<file path="src/rtl/move_scheduler_pkg.sv">
// rtl/move_scheduler_pkg.sv - move codes, issue FSM states and legality check for move_scheduler
package move_scheduler_pkg;

  localparam int MOVE_W = 4;

  typedef enum logic [MOVE_W-1:0] {
    MV_NOP = 4'd0,
    MV_R   = 4'd2,
    MV_RI  = 4'd3,
    MV_U   = 4'd4,
    MV_UI  = 4'd5,
    MV_F   = 4'd6,
    MV_FI  = 4'd7,
    MV_L   = 4'd8,
    MV_LI  = 4'd9,
    MV_B   = 4'd10,
    MV_BI  = 4'd11,
    MV_D   = 4'd12,
    MV_DI  = 4'd13
  } move_e;

  typedef enum logic [2:0] {
    ST_IDLE,
    ST_ISSUE,
    ST_WAIT,
    ST_SETTLE,
    ST_FAULT
  } sched_state_e;

  function automatic logic is_legal_move(input logic [MOVE_W-1:0] code);
    return (code >= MV_R) && (code <= MV_DI);
  endfunction

endpackage

</file>
<file path="src/rtl/move_fifo.sv">
// rtl/move_fifo.sv - synchronous first-word-fall-through FIFO holding queued move codes
module move_fifo #(
  parameter int WIDTH = 4,
  parameter int DEPTH = 128
) (
  input  logic                     clk_i,
  input  logic                     resetn_i,
  input  logic                     push_i,
  input  logic [WIDTH-1:0]         wdata_i,
  input  logic                     pop_i,
  output logic [WIDTH-1:0]         rdata_o,
  output logic                     full_o,
  output logic                     empty_o,
  output logic [$clog2(DEPTH):0]   free_o
);
  localparam int AW = $clog2(DEPTH);

  logic [WIDTH-1:0] mem_q [DEPTH];
  logic [AW-1:0]    wr_q;
  logic [AW-1:0]    rd_q;
  logic [AW:0]      cnt_q;
  logic             do_push;
  logic             do_pop;

  assign full_o  = (cnt_q == (AW+1)'(DEPTH));
  assign empty_o = (cnt_q == '0);
  assign free_o  = (AW+1)'(DEPTH) - cnt_q;
  assign rdata_o = mem_q[rd_q];
  assign do_push = push_i && !full_o;
  assign do_pop  = pop_i && !empty_o;

  always_ff @(posedge clk_i) begin
    if (!resetn_i) begin
      wr_q  <= '0;
      rd_q  <= '0;
      cnt_q <= '0;
    end else begin
      if (do_push) wr_q <= wr_q + 1'b1;
      if (do_pop)  rd_q <= rd_q + 1'b1;
      case ({do_push, do_pop})
        2'b10:   cnt_q <= cnt_q + 1'b1;
        2'b01:   cnt_q <= cnt_q - 1'b1;
        default: cnt_q <= cnt_q;
      endcase
    end
  end

  // Storage is not reset; the pointers alone define validity.
  always_ff @(posedge clk_i) begin
    if (do_push) mem_q[wr_q] <= wdata_i;
  end

endmodule

</file>
<file path="src/rtl/move_scheduler.sv">
// rtl/move_scheduler.sv - unpacks move bursts into a queue and issues one face turn at a time
module move_scheduler
  import move_scheduler_pkg::*;
#(
  parameter int SEQ_MOVES      = 50,
  parameter int FIFO_DEPTH     = 128,
  parameter int SETTLE_CYCLES  = 250000,
  parameter int TIMEOUT_CYCLES = 50000000
) (
  input  logic                     clock,
  input  logic                     reset_n,
  input  logic                     load,
  input  logic [4*SEQ_MOVES-1:0]   seq,
  input  logic                     seq_last,
  input  logic                     pause,
  output logic                     load_ready,
  output logic [MOVE_W-1:0]        next_move,
  output logic                     move_start,
  input  logic                     move_done,
  output logic                     busy,
  output logic                     seq_done,
  output logic                     fault,
  output logic [7:0]               bad_codes,
  output logic [7:0]               moves_issued
);
  localparam int AW      = $clog2(FIFO_DEPTH);
  localparam int UW      = $clog2(SEQ_MOVES + 1);
  localparam int CNT_MAX = (TIMEOUT_CYCLES > SETTLE_CYCLES) ? TIMEOUT_CYCLES : SETTLE_CYCLES;
  localparam int CNT_W   = $clog2(CNT_MAX + 1);

  logic [4*SEQ_MOVES-1:0] shift_q;
  logic                   last_q;
  logic [UW-1:0]          ucnt_q;
  logic [7:0]             bad_q;
  logic [7:0]             issued_q;
  logic                   seq_done_q;
  logic                   unpack_active;
  logic                   load_acc;
  logic [MOVE_W-1:0]      nib;
  logic                   fifo_push;
  logic                   fifo_pop;
  logic                   fifo_full;
  logic                   fifo_empty;
  logic [MOVE_W-1:0]      fifo_rdata;
  logic [AW:0]            fifo_free;

  sched_state_e           state_q, state_d;
  logic [CNT_W-1:0]       cnt_q, cnt_d;
  logic [MOVE_W-1:0]      next_move_q, next_move_d;

  assign unpack_active = (ucnt_q != '0);
  assign load_ready    = !unpack_active && (fifo_free >= (AW+1)'(SEQ_MOVES));
  assign load_acc      = load && load_ready;
  assign nib           = shift_q[MOVE_W-1:0];
  assign fifo_push     = unpack_active && is_legal_move(nib);

  move_fifo #(.WIDTH(MOVE_W), .DEPTH(FIFO_DEPTH)) u_fifo (
    .clk_i    (clock),
    .resetn_i (reset_n),
    .push_i   (fifo_push),
    .wdata_i  (nib),
    .pop_i    (fifo_pop),
    .rdata_o  (fifo_rdata),
    .full_o   (fifo_full),
    .empty_o  (fifo_empty),
    .free_o   (fifo_free)
  );

  // Load gating guarantees room for a whole burst, so this should never fire.
  always_ff @(posedge clock) begin
    if (reset_n) assert (!(fifo_push && fifo_full));
  end

  always_ff @(posedge clock) begin
    if (!reset_n) begin
      shift_q <= '0;
      last_q  <= 1'b0;
      ucnt_q  <= '0;
      bad_q   <= '0;
    end else if (load_acc) begin
      shift_q <= seq;
      last_q  <= seq_last;
      ucnt_q  <= UW'(SEQ_MOVES);
    end else if (unpack_active) begin
      shift_q <= shift_q >> MOVE_W;
      ucnt_q  <= ucnt_q - 1'b1;
      if (!is_legal_move(nib) && (nib != MV_NOP) && (bad_q != 8'hFF)) bad_q <= bad_q + 8'd1;
    end
  end

  // One counter serves both the WAIT watchdog and the SETTLE gap; it is
  // seeded with 1 so the IDLE cycle after SETTLE completes the settle budget.
  always_comb begin
    state_d     = state_q;
    cnt_d       = cnt_q;
    next_move_d = next_move_q;
    fifo_pop    = 1'b0;
    move_start  = 1'b0;
    case (state_q)
      ST_IDLE: begin
        if (!fifo_empty && !pause) begin
          fifo_pop    = 1'b1;
          next_move_d = fifo_rdata;
          state_d     = ST_ISSUE;
        end
      end
      ST_ISSUE: begin
        move_start = 1'b1;
        cnt_d      = CNT_W'(1);
        state_d    = ST_WAIT;
      end
      ST_WAIT: begin
        if (move_done) begin
          cnt_d   = CNT_W'(1);
          state_d = ST_SETTLE;
        end else if (cnt_q >= CNT_W'(TIMEOUT_CYCLES - 1)) begin
          state_d = ST_FAULT;
        end else begin
          cnt_d = cnt_q + 1'b1;
        end
      end
      ST_SETTLE: begin
        if (cnt_q >= CNT_W'(SETTLE_CYCLES - 1)) state_d = ST_IDLE;
        else cnt_d = cnt_q + 1'b1;
      end
      ST_FAULT: state_d = ST_FAULT;
      default:  state_d = ST_IDLE;
    endcase
  end

  always_ff @(posedge clock) begin
    if (!reset_n) begin
      state_q     <= ST_IDLE;
      cnt_q       <= '0;
      next_move_q <= '0;
      issued_q    <= '0;
      seq_done_q  <= 1'b0;
    end else begin
      state_q     <= state_d;
      cnt_q       <= cnt_d;
      next_move_q <= next_move_d;
      if (move_start) issued_q <= issued_q + 8'd1;
      if (load_acc) seq_done_q <= 1'b0;
      else if (last_q && !unpack_active && fifo_empty && (state_q == ST_IDLE)) seq_done_q <= 1'b1;
    end
  end

  assign next_move    = next_move_q;
  assign fault        = (state_q == ST_FAULT);
  assign busy         = unpack_active || !fifo_empty || ((state_q != ST_IDLE) && (state_q != ST_FAULT));
  assign seq_done     = seq_done_q;
  assign bad_codes    = bad_q;
  assign moves_issued = issued_q;

endmodule

</file>
<file path="config.mk">
export PLATFORM = sky130hd
export DESIGN_NAME = move_scheduler
export DESIGN_NICKNAME = d
export VERILOG_FILES = /design/src/rtl/move_scheduler_pkg.sv /design/src/rtl/move_fifo.sv /design/src/rtl/move_scheduler.sv
export SDC_FILE = /design/constraint.sdc
export NUM_CORES = 1
export LEC_CHECK = 0
export ABC_AREA = 1
export BUFFER_PORTS_ARGS = -buffer_cell sky130_fd_sc_hd__buf_2
export CAP_MARGIN = 20
export CELL_PAD_IN_SITES_DETAIL_PLACEMENT = 1
export CELL_PAD_IN_SITES_GLOBAL_PLACEMENT = 2
export CORE_UTILIZATION = 37
export CTS_BUF_LIST = sky130_fd_sc_hd__clkbuf_8 sky130_fd_sc_hd__clkbuf_16
export CTS_CLUSTER_DIAMETER = 120
export DETAILED_ROUTE_END_ITERATION = 16
export GPL_TIMING_DRIVEN = 0
export PLACE_DENSITY = 0.87
export SYNTH_ARGS = -nofsm -noshare
export SYNTH_HDL_FRONTEND = slang
export SYNTH_SLANG_ARGS = --single-unit
</file>
<file path="constraint.sdc">
create_clock -name clock -period 5.6 [get_ports clock]
set_input_delay 0.28 -clock clock [delete_from_list [all_inputs] [get_ports clock]]
set_output_delay 0.28 -clock clock [all_outputs]
set_load 0.01 [all_outputs]
</file>
Yosys cells after proc, flatten, opt, wreduce, memory -nomap -nowiden --
Memories as Yosys holds them, arrays and structs flattened. A register that Yosys moved wholly into a read port is not among the register bits. Index checks and enable logic that the tools add are counted.
Cells by class: order comparisons 5, $add $sub $neg 9, bitwise gates (word level) 2, multiplexer cells 19, reductions and logical operators 34, equality and inequality tests 14
Operators with widths (count):
- $mux W200 | 2
- $mux W26 | 3
- $pmux W26 S3 | 1
- $add A26 B1 Y26 const B | 1
- $ge A26 B18 Y1 const B | 1
- $ge A26 B26 Y1 const B | 1
- $add A8 B1 Y8 const B | 3
- $pmux W8 S2 | 1
- $pmux W3 S5 | 1
- $add A7 B1 Y7 const B | 2
- $logic_and A1 B1 Y1 | 13
- $mux W3 | 4
- $mux W6 | 2
- $ne A3 B3 Y1 const B | 3
- $reduce_and A3 Y1 | 3
- $eq A8 B8 Y1 const B | 1
- $ge A8 B6 Y1 const B | 1
- $logic_not A8 Y1 | 1
- $ne A8 B8 Y1 const B | 1
- $sub A8 B1 Y8 const B | 1
- $sub A8 B8 Y8 const A | 1
- $eq A3 B2 Y1 const B | 2
- $logic_not A1 Y1 | 6
- $ne A2 B2 Y1 const B | 3
- other kinds (17) | 25
Word-level totals: word-level logic and storage cells 96, memory bits (writable) 512, memories 1, bits of input ports 206, bits in registers 275, output and inout bits 25
Memory list:
- u_fifo.mem_q | depth 128, bits a word 4, rd ports 1, clocked after memory_dff 1, wr ports 1, RTL line move_fifo.sv:18 | logic [WIDTH-1:0] mem_q [DEPTH];

Logic depth before layout (Yosys ltp) --
Gate-level depths: netlist (run 1).
word-level depth 8, depth in mapped cells 22, depth with buffers taken out 21

By module --
Synthesis (run 1) repeated with hierarchy kept, for this count alone.
Second synthesis, totals: cell total of the unflattened synthesis 3726, area total of the unflattened synthesis 34539.4 µm²
By module, submodules not included:
- move_fifo | times used 1, sequential area each 15955.3 µm², area an instance 22887.0 µm², cells an instance 2075
- move_scheduler | times used 1, sequential area each 5144.9 µm², area an instance 11652.4 µm², cells an instance 1651

Least setup slack after synthesis (run 1) --
No wires, ideal clock.
kind reg-to-reg, from reg shift_q[2], to reg u_fifo.cnt_q[6], setup time 0.115 ns, buffers on the path 1, data arrival time 4.115 ns, stages on the path, launching flop included 19, path slack 1.369 ns, data required time 5.485 ns, period minus slack after synthesis 4.231 ns, cells stage by stage dfxtp_1 > inv_1 > nand3_1 > nand2_1 > nor2_1 > nand2_1 > ha_1 > clkbuf_1 > xor2_1 > ha_1 > nor2_1 > inv_1 > nand3_1 > nand3_1 > nand3_1 > o31ai_1 > xor2_1 > o21ai_0 > inv_1
Between the ends: cells in the longest elaborated chain, start to end 6, elaborated cells between the ends (all ways) 9, those cells by class order compare: 2; eq/ne: 2; mux: 1; reduce/logical: 4
RTL lines:
- from (decl) | RTL line move_scheduler.sv:31 | logic [4*SEQ_MOVES-1:0] shift_q;
- from (signal assigned) | RTL line move_scheduler.sv:81 | shift_q <= seq;
- from (signal assigned) | RTL line move_scheduler.sv:85 | shift_q <= shift_q >> MOVE_W;
- $ge A4 B2 Y1 / $le A4 B4 Y1 (equally long branches) | RTL line move_scheduler_pkg.sv:31 | return (code >= MV_R) && (code <= MV_DI);
- $logic_and A1 B1 Y1 (*) | RTL line move_scheduler_pkg.sv:31
- $logic_and A1 B1 Y1 (*) | RTL line move_scheduler.sv:55 | assign fifo_push = unpack_active && is_legal_move(nib);
- $logic_and A1 B1 Y1 (*) | RTL line move_fifo.sv:29 | assign do_push = push_i && !full_o;
- $eq A2 B1 Y1 / $eq A2 B2 Y1 (equally long branches) | RTL line move_fifo.sv:40 | case ({do_push, do_pop})
- $pmux W8 S2 / $reduce_bool A2 Y1 (equally long branches)
- to (signal assigned) | RTL line move_fifo.sv:41 | 2'b10: cnt_q <= cnt_q + 1'b1;
- to (signal assigned) | RTL line move_fifo.sv:42 | 2'b01: cnt_q <= cnt_q - 1'b1;
- to (signal assigned) | RTL line move_fifo.sv:43 | default: cnt_q <= cnt_q;
- to (decl) | RTL line move_fifo.sv:21 | logic [AW:0] cnt_q;
Every way passes the cells marked *; elsewhere a longest branch is shown, timed or not. A chain may end at the register's enable or synchronous reset.

Final worst setup path (run 1) --
from reg u_fifo.cnt_q[0], to reg u_fifo.cnt_q[6]
Between the ends: cells in the longest elaborated chain, start to end 8, elaborated cells between the ends (all ways) 15, those cells by class add/sub: 2; eq/ne: 3; mux: 3; reduce/logical: 7
RTL lines:
- $logic_not A8 Y1 (*) | RTL line move_fifo.sv:26 | assign empty_o = (cnt_q == '0);
- $logic_not A1 Y1 (*) | RTL line move_fifo.sv:30, move_scheduler.sv:101
- $logic_and A1 B1 Y1 | RTL line move_scheduler.sv:101 | if (!fifo_empty && !pause) begin
- $mux W1 | RTL line move_scheduler.sv:101
- $mux W1 | RTL line move_scheduler.sv:99 | case (state_q)
- $logic_and A1 B1 Y1 (*) | RTL line move_fifo.sv:30 | assign do_pop = pop_i && !empty_o;
- net u_fifo.do_pop | RTL line move_fifo.sv:23 | logic do_pop;
- $eq A2 B1 Y1 / $eq A2 B2 Y1 (equally long branches) | RTL line move_fifo.sv:40
- $pmux W8 S2 / $reduce_bool A2 Y1 (equally long branches)
The timed path passes the listed nets; every way through them passes the cells marked *.

==> summary.txt, run 1 <==
CP Launch Type - flop
Layout Cells excl Fill - 6,092
Global-route wire length before repair - 205 mm
Crit Path Category - flop to flop
Syn avg cell area - 8.54 µm²
Synth Register Bits - 791
Number of clock sinks - 791
Max Fclk - 237 MHz
Clk_skew - 41.9 ps
Most numerous cell in the Yosys netlist - nand2_1
Hold WS - 19.5 ps
Area added between synthesis and finish - 21.2%
Area leader, netlist - edfxtp_1
RSZ-0062 raised after global routing - false
Fin crit period - 4220 ps
Async set-reset flop share out of synthesis - 0%
WL final - 138 mm
Top cells by count, synth - nand2_1, nor2_1, edfxtp_1
Area contributors post-synth - edfxtp_1, dfxtp_1, nand2_1, nor2_1, nand3_1
Synthesized Nets - 4,434
Dpl cells - 5,727
Vias - 32,339
Slew @ Worst Pin - 1240 ps
Crit. path cell count - 22
Switching share of power - 40.4%
CP max stage delay - 400 ps
Max VDD drop - 265 µV
Yosys warns - 0
Critical Path Sink Type - flop
Count of input and output buffers - 229
CP arrival - 4790 ps
Register area share after synthesis - 58.2%
Drt pass-1 iters - 5
Nets - 4,942
Mapped Area - 36,000 µm²
Gpl congestion - 0.911
Crit path buffers/inverters - 6
R2R cell count - 22
Via-per-instance ratio - 5.31
Lkg Pwr - 17.5 nW
Final worst path period share - 75.3%
Hold buffer count at cts - 182
Fin util - 45.2%
Placed cell areas - 38,900 µm²
CTS root buffer - clkbuf_16
Post-synth EDFFs - 512
Post-CTS Resized - 0
Power share of the clock group - 28.0%
Flop pwr share - 36.3%
Num CTS Buffers - 89
Die H - 314 µm
Die area - 98,500 µm²
Fill cells - 11,378
Netlist cell types - 41
Max-cap viol count - 0
HP Class - input pin to flop
H-tree depth - 3
Final Instance Area - 43,600 µm²
R2r setup slk - 1380 ps
IO Count - 231
Hpwl dp - 91.5 mm
Total chip power - 21.0 mW
CTS tree - built
Place WS - 1440 ps
Syn Inst Count - 4,216
Top FF cell, synth - edfxtp_1
Power Internal - 12.5 mW
Critical Path RT - 6170 ps
Chip width - 314 µm
CP Cell Sequence - inv_1 -> ha_1 -> inv_1 -> nor3_4 -> nand3_1 -> nor2_1 -> nor2_1 -> nand2_1 -> clkinv_1 -> ha_1 -> clkbuf_1 -> xor2_1 -> ha_1 -> nor2_1 -> inv_1 -> nand3_1 -> nand3_1 -> nand3_1 -> o31ai_1 -> xor2_1 -> o21ai_0 -> inv_1
Endpoints failing setup - 0
Pwr dens - 482 nW/µm²
Largest net degree at the start of global routing - 79
CP max stage cell - clkinv_1
Fraction of layout cells with a size suffix above 1 - 9.99%
Crit Path Max Fanout - 10
Reg-to-reg startpoint - u_fifo.cnt_q[0]$_SDFFE_PN0P_
Core area - 96,600 µm²
Row cnt - 114
Hold path start - seq[44]
Reg clk slew, reported paths - 60 ps
Sum of negative setup slack - 0 ps
Worst Hold Path EP - shift_q[44]$_SDFFE_PN0P_
Wire per inst - 22.7 µm
Starting Density - 37.3%
Routed Antenna Nets - 0
Min-Delay Path Depth - 5
Max-slew headroom - 17.1%
Critical path's top delay family - simple AND/OR/NAND/NOR gates
Logic pwr share - 35.7%
Vias in the first global route - 33,268
Status - finished clean
Setup ws final - 1380 ps
GRT Total Usage - 27.5%
DRC - 0
Total grt overflow - 0
Slew Viols, Final - 0
Final Hold Fails - 0
RR Endpoint - u_fifo.cnt_q[6]$_SDFFE_PN0P_
Psw - 8.50 mW
Area share of the largest cell type after synthesis - 42.7%
Post-CTS Setup Repair Bufs - 0
DR iter-0 viols - 2,783
Initial antenna violation count - 23
Clock buffer depth - 3
Clk_lat worst skew - 680 ps
==> area by class of cell <==
cell class / instances / area [µm²] / share of cell area [%]
flip-flops and latches: 791 / 21000 / 48.1
multi-input cells: 2804 / 12500 / 28.6
inverters: 366 / 1370 / 3.15
clock buffers: 95 / 2340 / 5.37
well taps: 1276 / 1600 / 3.66
clock inverters: 67 / 531 / 1.22
diodes: 21 / 52.6 / 0.120
repair buffers: 417 / 3090 / 7.09
plain buffers: 255 / 1210 / 2.76
==> power groups by stage <==
stage	combinational [mW]	sequential (mW)	clock, mW
2_1_floorplan	4.43	7.63	0
6_report	7.51	7.63	5.89
5_1_grt	8.18	7.70	6.16
3_5_place_dp	7.20	7.72	0
4_1_cts	7.36	7.60	5.94
3_3_place_gp	6.91	7.90	0
==> per-layer routing <==
layer  global-route usage [%]  share of wire [%]  up-vias
met5                        0              0.050        -
met4                     12.0                4.2       10
met3                     5.07                7.3      330
met1                     35.5                 42    15749
li1                         -                  -    14996
met2                     45.1                 47     1254
==> cells by family (layout without fill, tap and decap cells) <==
logic type / count (synthesis) / after routing / synth area share (%)
compound gates: 619 / 619 / 9.00
fa+ha+maj: 12 / 12 / 0.417
xor+xnor: 31 / 31 / 0.754
flops: 791 / 791 / 58.2
buf+inv: 621 / 1200 / 7.17
simple gates: 2142 / 2142 / 24.4
other cells: 0 / 21 / 0
==> state kept, by name, summed over array words and instances, names as in the netlist <==
signal        cells
u_fifo.mem_q    512
shift_q         200
cnt_q            26
bad_codes         8
moves_issued      8
u_fifo.cnt_q      8
u_fifo.rd_q       7
u_fifo.wr_q       7
ucnt_q            6
next_move         4
state_q           3
last_q            1
seq_done          1
==> placed cells by master (no fill, tap or decap), types with 3 or more instances in the layout <==
cell type      count
a211oi_1          16
a21oi_1          243
a31oi_1            4
and3_1             7
buf_1             12
buf_16             3
buf_2            299
buf_4             11
buf_6             18
bufinv_16          7
clkbuf_1         146
clkbuf_16         92
clkbuf_8           3
clkinv_1          30
clkinv_2          18
dfxtp_1          275
dfxtp_4            4
diode_2           21
dlygate4sd3_1    182
edfxtp_1         512
ha_1              12
inv_1            367
nand2_1         1106
nand3_1          401
nand4_1           50
nor2_1           537
nor3_1            25
nor4_1             4
o211ai_1          21
o21a_1             3
o21ai_0          189
o21ai_1          136
or2_2              3
xnor2_1           11
xor2_1            20
==> worst min-delay path, delay by kind of cell <==
kind	cells	cell delay, ps
AOI/OAI and AO/OA	1	80
buffers and inverters	2	160
and+or+nand+nor	2	130
==> worst max path at each step <==
stage | from | endpoint | slack (ps)
after global routing | u_fifo.cnt_q[0]$_SDFFE_PN0P_ | u_fifo.cnt_q[6]$_SDFFE_PN0P_ | 1010
final | u_fifo.cnt_q[0]$_SDFFE_PN0P_ | u_fifo.cnt_q[6]$_SDFFE_PN0P_ | 1380
after detailed placement | u_fifo.cnt_q[0]$_SDFFE_PN0P_ | u_fifo.cnt_q[6]$_SDFFE_PN0P_ | 1440
after CTS | u_fifo.cnt_q[0]$_SDFFE_PN0P_ | u_fifo.cnt_q[6]$_SDFFE_PN0P_ | 1380
after global placement | shift_q[2]$_SDFFE_PN0P_ | u_fifo.mem_q[68][0]$_DFFE_PP_ | -1900
after floorplan | shift_q[2]$_SDFFE_PN0P_ | u_fifo.cnt_q[6]$_SDFFE_PN0P_ | 1370
Power figures use the tool's default switching activity.
==> run 2: changes to the inputs <==
--- a/config.mk
+++ b/config.mk
@@ -5,17 +5,17 @@
 export SDC_FILE = /design/constraint.sdc
 export NUM_CORES = 1
 export LEC_CHECK = 0
-export ABC_AREA = 1
+export ABC_AREA = 0
 export BUFFER_PORTS_ARGS = -buffer_cell sky130_fd_sc_hd__buf_2
 export CAP_MARGIN = 20
 export CELL_PAD_IN_SITES_DETAIL_PLACEMENT = 1
 export CELL_PAD_IN_SITES_GLOBAL_PLACEMENT = 2
-export CORE_UTILIZATION = 37
+export CORE_UTILIZATION = 43
 export CTS_BUF_LIST = sky130_fd_sc_hd__clkbuf_8 sky130_fd_sc_hd__clkbuf_16
 export CTS_CLUSTER_DIAMETER = 120
 export DETAILED_ROUTE_END_ITERATION = 16
 export GPL_TIMING_DRIVEN = 0
-export PLACE_DENSITY = 0.87
+export PLACE_DENSITY = 0.88
 export SYNTH_ARGS = -nofsm -noshare
 export SYNTH_HDL_FRONTEND = slang
 export SYNTH_SLANG_ARGS = --single-unit
==> constraint.sdc (replaced) <==
create_clock -name clock -period 4.2 [get_ports clock]
set_input_delay 0.21 -clock clock [delete_from_list [all_inputs] [get_ports clock]]
set_output_delay 0.21 -clock clock [all_outputs]
set_load 0.01 [all_outputs]
==> run 2 against run 1 <==
  * Design area fell by 7.8%
  * Largest power group unchanged
  * Sequential share of layout area rose by 4.0 points
  * Final cell count fell by 34%
  * Combinational power fell by 0.7%
  * Count of clock-buffer cells in the layout fell by 2
  * Die area fell by 22%
  * Critical endpoint is now u_fifo.mem_q[73][3]$_DFFE_PP_
  * First-iteration DRC count fell by 17%
  * Non-clock buffer count fell by 51
==> summary.txt, run 2 <==
Area contributors post-synth - edfxtp_1, dfxtp_1, mux2i_1, mux4_2, a21oi_1
Area leader, netlist - edfxtp_1
Switching share of power - 33.8% (-6.6 points)
Syn avg cell area - 13.5 µm² (+58%)
Initial antenna violation count - 24 (+4.3%)
Critical Path Sink Type - flop
Commonest non-fill, non-tap cell in the layout - edfxtp_1
Crit path buffers/inverters - 5 (-1)
Psw - 8.81 mW (+3.6%)
Crit path launch - u_fifo.cnt_q[1]$_SDFFE_PN0P_
Nets - 3,177 (-36%)
CTS tree - built
CP arrival - 4280 ps (-510 ps)
Via-per-instance ratio - 5.96 (+12%)
Number of clock sinks - 791 (unchanged)
Yosys warns - 0 (unchanged)
Critical path's top delay family - simple AND/OR/NAND/NOR gates
Endpoints failing setup - 0 (unchanged)
Starting Density - 43.7% (+6.5 points)
Slew @ Worst Pin - 1260 ps (+21.0 ps)
R2R cell count - 11 (-50%)
Reg clk slew, reported paths - 60 ps (about the same)
Hpwl dp - 67.8 mm (-26%)
Max-slew headroom - 15.4% (-1.7 points)
CP max stage delay - 580 ps (+180 ps)
Seq. cell area - 21,000 µm² (unchanged)
Crit Path Category - flop to flop
Fin util - 53.7% (+8.5 points)
Count of input and output buffers - 230 (+0.44%)
Die area - 77,300 µm² (-22%)
Area of the multi-input gates - 11,000 µm² (-12%)
Synth Register Bits - 791 (unchanged)
Crit Path Max Fanout - 10 (unchanged)
DR iter-0 viols - 2,322 (-17%)
Pwr dens - 647 nW/µm² (+34%)
Clk_skew - 35.3 ps (-6.59 ps)
Num CTS Buffers - 85 (-4.5%)
Top FF cell, synth - edfxtp_1
HP Class - input pin to flop
IO Count - 231 (unchanged)
Fraction of layout cells with a size suffix above 1 - 18.5% (+8.5 points)
Most frequent cells in the layout - edfxtp_1, dfxtp_1, mux2i_1
Syn Inst Count - 2,427 (-42%)
CP max stage cell - clkbuf_1
Global-route wire length before repair - 160 mm (-22%)
Vias in the first global route - 25,896 (-22%)
Max Fclk - 250 MHz (+5.5%)
Max VDD drop - 434 µV (+64%)
Status - finished clean
Vias - 23,957 (-26%)
Mapped Area - 32,800 µm² (-9.0%)
Most numerous cell in the Yosys netlist - edfxtp_1
Max-cap viol count - 0 (unchanged)
Clock buffer depth - 3 (unchanged)
Dpl cells - 3,630 (-37%)
Drt pass-1 iters - 7 (+2)
Fill cells - 7,533 (-34%)
H-tree depth - 3 (unchanged)
Synthesized Nets - 2,645 (-40%)
Min-Delay Path Depth - 3 (-2)
Area share of the largest cell type after synthesis - 46.9% (+4.2 points)
Routed Antenna Nets - 0 (unchanged)
Die H - 278 µm (-11%)
CTS root buffer - clkbuf_16
Final worst path period share - 95.2% (+20 points)
WL final - 106 mm (-23%)
Lkg Pwr - 14.5 nW (-17%)
Async set-reset flop share out of synthesis - 0% (unchanged)
Register area share after synthesis - 64.0% (+5.7 points)
CP Launch Type - flop
Slew Viols, Final - 0 (unchanged)
Power share of the clock group - 28.7% (+0.7 points)
Netlist cell types - 66 (+61%)
Post-synth EDFFs - 512 (unchanged)
Total grt overflow - 0 (unchanged)
Layout Cells excl Fill - 4,020 (-34%)
Core area - 74,900 µm² (-22%)
Largest net degree at the start of global routing - 75 (-5.1%)
Gpl congestion - 0.878 (-3.6%)
Cell mode on critical path - inv_1
Chip width - 278 µm (-11%)
Hold path start - reset_n
Fin crit period - 4000 ps (-219 ps)
Crit. path cell count - 11 (-50%)
Logic pwr share - 28.7% (-7.0 points)
Row cnt - 100 (-12%)
DRC - 0 (unchanged)
Area added between synthesis and finish - 22.8%
GRT Total Usage - 27.3% (-0.25 points)
Top flop regs - u_fifo.mem_q: 512 flops, shift_q: 200 flops, cnt_q: 26 flops
Reg-to-reg startpoint - u_fifo.cnt_q[1]$_SDFFE_PN0P_
Final Hold Fails - 0 (unchanged)
Flip-flop count of the largest register, all copies and words added - 512 (unchanged)
Flop pwr share - 42.6% (+6.3 points)
Top cells by count, synth - edfxtp_1, dfxtp_1, mux2i_1
Clk_lat worst skew - 650 ps (-30 ps)
Wire per inst - 26.4 µm (+17%)
Power Internal - 17.2 mW (+37%)
Critical Path RT - 4480 ps (-1690 ps)
Largest reg by FF count - u_fifo.mem_q
CP Cell Sequence - clkbuf_2 -> inv_1 -> ha_1 -> inv_1 -> nor3_2 -> a2111oi_4 -> inv_1 -> nor2_1 -> nand3b_1 -> clkbuf_1 -> nor2_1
run 2: changes by cell type after synthesis, sizes merged, moves of 108 or more:
cell	previous run	this run
mux4	0	108
nor2	538	208
inv	357	10
mux2i	0	260
o21ai	325	216
nand2	1107	76
nand3	404	35
run 2: what timing repair did:
action | in CTS | in global routing
buffers inserted | 2 | 6
gates resized for setup | 9 | 8
hold buffers | 203 | 0
pin swaps | 1 | 3
endpoints found under the setup margin | 325 | 106
hold endpoints to repair | 202 | 0
run 2: final cells by class:
cell class	instances	share of cell area, %
sequential	791	52.1
inverter	12	0.118
clock inverter	60	1.25
tap	969	3.01
clock buffer	93	5.59
timing repair buffer	446	8.38
multi-input combinational	1448	27.2
buffer	175	2.14
antenna	26	0.162
run 2: cells by family (layout without fill, tap and decap cells):
family,Yosys count,in the layout,share of synthesized area [%]
adders and majority gates,12,12,0.458
other,0,26,0
buffers and inverters,188,786,2.75
muxes,374,374,15.6
DFF,791,791,64.0
xor gates and xnor gates,42,42,1.12
and+or+nand+nor,443,443,6.25
AOI/OAI and AO/OA,577,577,9.90
run 2: worst min-delay path: stages:
cell,delay [ps]
buf_2,150
clkinv_1,180
nor3_1,80
run 2: routing by layer:
| metal | global-route usage, % | vias to the layer above | wire length, µm |
|---|---|---|---|
| met5 | 0 | - | 13 |
| met4 | 13.2 | 2 | 4810 |
| met3 | 4.40 | 315 | 6500 |
| met2 | 46.8 | 1018 | 53300 |
| met1 | 33.5 | 12249 | 41500 |
| li1 | - | 10373 | - |
run 2: power groups by stage:
stage / Sequential [mW] / Clock [mW] / Combinational (mW)
2_1_floorplan: 11.0 / 0 / 4.64
3_3_place_gp: 11.5 / 0 / 6.10
3_5_place_dp: 11.2 / 0 / 6.87
4_1_cts: 11.0 / 7.53 / 7.20
5_1_grt: 11.2 / 7.81 / 8.04
6_report: 11.1 / 7.47 / 7.46
run 2: stage by stage:
step	setup TNS (ps)	setup WS, ps	hold WS (ps)	power, mW	area, µm²
after global placement	-332520	-1310	449	17.6	35100
final	0	200	47.9	26.0	40200
after detailed placement	-74520	-829	470	18.0	35300
after global routing	-108	-17.9	60.2	27.0	40200
after CTS	0	1.96	26.5	25.7	40100
after floorplan	0	39.7	354	15.6	32800
run 2: final timing paths:
kind / to / slack (ps)
worst max-delay path: u_fifo.mem_q[73][3]$_DFFE_PP_ / 200
worst min-delay path: seq_done$_SDFFE_PP0P_ / 50
worst max register to register: u_fifo.mem_q[73][3]$_DFFE_PP_ / 200
worst min register to register: cnt_q[10]$_SDFFE_PN0P_ / 490
==> run 3: changes to the inputs <==
--- a/config.mk
+++ b/config.mk
@@ -10,12 +10,13 @@
 export CAP_MARGIN = 20
 export CELL_PAD_IN_SITES_DETAIL_PLACEMENT = 1
 export CELL_PAD_IN_SITES_GLOBAL_PLACEMENT = 2
-export CORE_UTILIZATION = 43
+export CORE_UTILIZATION = 42
 export CTS_BUF_LIST = sky130_fd_sc_hd__clkbuf_8 sky130_fd_sc_hd__clkbuf_16
 export CTS_CLUSTER_DIAMETER = 120
 export DETAILED_ROUTE_END_ITERATION = 16
 export GPL_TIMING_DRIVEN = 0
-export PLACE_DENSITY = 0.88
+export PLACE_DENSITY = 0.87
 export SYNTH_ARGS = -nofsm -noshare
 export SYNTH_HDL_FRONTEND = slang
+export SYNTH_HIERARCHICAL = 1
 export SYNTH_SLANG_ARGS = --single-unit
==> run 3 against run 2 <==
  * Count of clock-buffer cells in the layout is 9 higher
  * Register-to-register slack better by 90 ps
  * Flip-flop and latch count is 7 higher
  * Utilization is 1.3 points lower
  * Sequential share of layout area is 0.91 points higher
  * Via count is 0.35% lower
  * Design area is 1.1% lower
  * First-iteration DRC count is 28% lower
  * Critical path depth is 10 higher
  * Clock skew is 7.4 ps lower
  * Critical endpoint is now u_fifo/cnt_q[6]$_SDFFE_PN0P_
==> summary.txt, run 3 <==
Gpl congestion - 0.861 (-1.9%)
Vias in the first global route - 25,692 (-0.79%)
Commonest non-fill, non-tap cell in the layout - edfxtp_1
Max Fclk - 256 MHz (+2.3%)
Layout Cells excl Fill - 4,122 (+2.5%)
HP Class - input pin to flop
CTS root buffer - clkbuf_16
Routed Antenna Nets - 0 (unchanged)
Fraction of layout cells with a size suffix above 1 - 19.0% (+0.53 points)
WL final - 103 mm (-3.4%)
Hpwl dp - 65.6 mm (-3.2%)
Die area - 77,900 µm² (+0.78%)
Chip width - 279 µm (+0.39%)
Endpoints failing setup - 0 (unchanged)
Initial antenna violation count - 14 (-42%)
Nets - 3,224 (+1.5%)
Total grt overflow - 0 (unchanged)
Vias - 23,872 (-0.35%)
Global-route wire length before repair - 155 mm (-3.2%)
Clock buffer depth - 3 (unchanged)
Synthesized Nets - 2,700 (+2.1%)
Via-per-instance ratio - 5.79 (-2.8%)
H-tree depth - 3 (unchanged)
CP Launch Type - flop
Row cnt - 101 (+1.0%)
Max VDD drop - 324 µV (-25%)
Most frequent cells in the layout - edfxtp_1, nand2_1, buf_2
Total chip power - 21.2 mW (-18%)
IO Count - 231 (unchanged)
Max-slew headroom - 36.7% (+21 points)
Final Hold Fails - 0 (unchanged)
Hold WS - 34.7 ps (-13.2 ps)
Num CTS Buffers - 84 (-1.2%)
Drt pass-1 iters - 5 (-2)
Slew Viols, Final - 0 (unchanged)
Final worst path period share - 93.1% (-2.1 points)
Syn avg cell area - 13.0 µm² (-3.8%)
RSZ-0062 raised after global routing - false
Place WS - -532 ps (+297 ps)
Crit Path Max Fanout - 10 (unchanged)
Fin crit period - 3910 ps (-88.6 ps)
DRC - 0 (unchanged)
CTS tree - built
Fin util - 52.4% (-1.3 points)
Reg clk slew, reported paths - 60 ps (about the same)
Critical Path RT - 4720 ps (+240 ps)
Clk_lat worst skew - 650 ps (about the same)
CP arrival - 4440 ps (+160 ps)
Wire per inst - 24.9 µm (-5.8%)
Max-cap viol count - 0 (unchanged)
Syn Inst Count - 2,483 (+2.3%)
Lkg Pwr - 13.3 nW (-8.3%)
DR iter-0 viols - 1,664 (-28%)
Core area - 75,900 µm² (+1.3%)
Setup ws final - 288 ps (+88.6 ps)
Flip-flop count of the largest register, all copies and words added - 512 (unchanged)
Mapped Area - 32,300 µm² (-1.6%)
R2r setup slk - 290 ps (+90 ps)
Slew @ Worst Pin - 941 ps (-324 ps)
Die H - 279 µm (+0.39%)
Crit Path Category - flop to flop
Starting Density - 42.5% (-1.3 points)
Pwr dens - 533 nW/µm² (-18%)
GRT Total Usage - 26.1% (-1.2 points)
Top flop regs - u_fifo/mem_q: 512 flops, shift_q: 200 flops, cnt_q: 26 flops
Status - finished clean
Count of input and output buffers - 230 (unchanged)
Dpl cells - 3,747 (+3.2%)
Largest net degree at the start of global routing - 77 (+2.7%)
Number of clock sinks - 798 (+0.88%)
Yosys warns - 6 (+6)
Largest reg by FF count - u_fifo/mem_q
Critical Path Sink Type - flop
Clk_skew - 27.9 ps (-7.37 ps)
Area added between synthesis and finish - 23.4%
-- run 3: changes by cell type in the layout (fill, tap and decap cells not counted), sizes merged, moves of 26 or more --
cell	change
buf	+26
mux2i	-191
o21ai	-201
a22oi	+204
nand2	+233
o22ai	+31
-- run 3: worst paths after layout --
path,depth (start not counted),end,startpoint
setup reg to reg,21,u_fifo/cnt_q[6]$_SDFFE_PN0P_,u_fifo/cnt_q[0]$_SDFFE_PN0P_
hold reg to reg,2,shift_q[34]$_SDFFE_PN0P_,shift_q[34]$_SDFFE_PN0P_
setup / recovery,21,u_fifo/cnt_q[6]$_SDFFE_PN0P_,u_fifo/cnt_q[0]$_SDFFE_PN0P_
hold / removal,5,state_q[2]$_SDFFE_PN0P_,move_done
-- run 3: through the flow --
stage               cell area, µm²  TNS, ps
floorplan                    32300        0
CTS                          39700        0
global placement             34700  -220600
detailed placement           34800     -879
finish                       39800        0
global route                 39800        0
-- run 3: routing by layer --
metal	track usage (%)	vias up	part of all wire [%]
met5	0	-	0
met4	11.8	0	4.3
met3	4.04	301	5.2
met2	46.1	900	51
met1	31.2	12178	39
li1	-	10493	-
-- run 3: area by class of cell --
class,instances,area [µm²]
fillers,7787,36100
flip-flops and latches,798,21100
multi-input cells,1494,10300
repair buffers,439,3300
clock buffers,102,2390
well taps,1030,1290
plain buffers,174,841
clock inverters,54,464
inverters,16,60.1
diodes,15,37.5
-- run 3: power by group --
group	total [mW]	switching, mW	internal, mW	leakage (nW)
clock	7.66	3.17	4.49	1.46
combinational	3.93	2.63	1.31	4.84
sequential	9.65	0.511	9.14	7.02
-- run 3: critical path, stage by stage, from the launching register on --
cell and delay, ps:
dfxtp_1 320, buf_2 190, inv_1 80, ha_2 210
nor3b_4 280, nand2_4 130, nor2_4 190, nor2_1 80
nand2_2 130, inv_2 110, o21ai_4 110, inv_1 120
ha_2 210, buf_2 200, xor2_1 160, ha_1 230
a21oi_2 160, o311ai_0 130, or3_1 350, a21oi_2 160
xor2_1 80, and2_1 160
-- run 3: repair_timing --
action                                  4_1_cts  5_1_grt
pin swaps                                     1        1
setup buffers                                 1        1
endpoints found under the hold margin       205        0
hold buffers                                201        0
gates resized for setup                       8        7
endpoints found under the setup margin        3        1
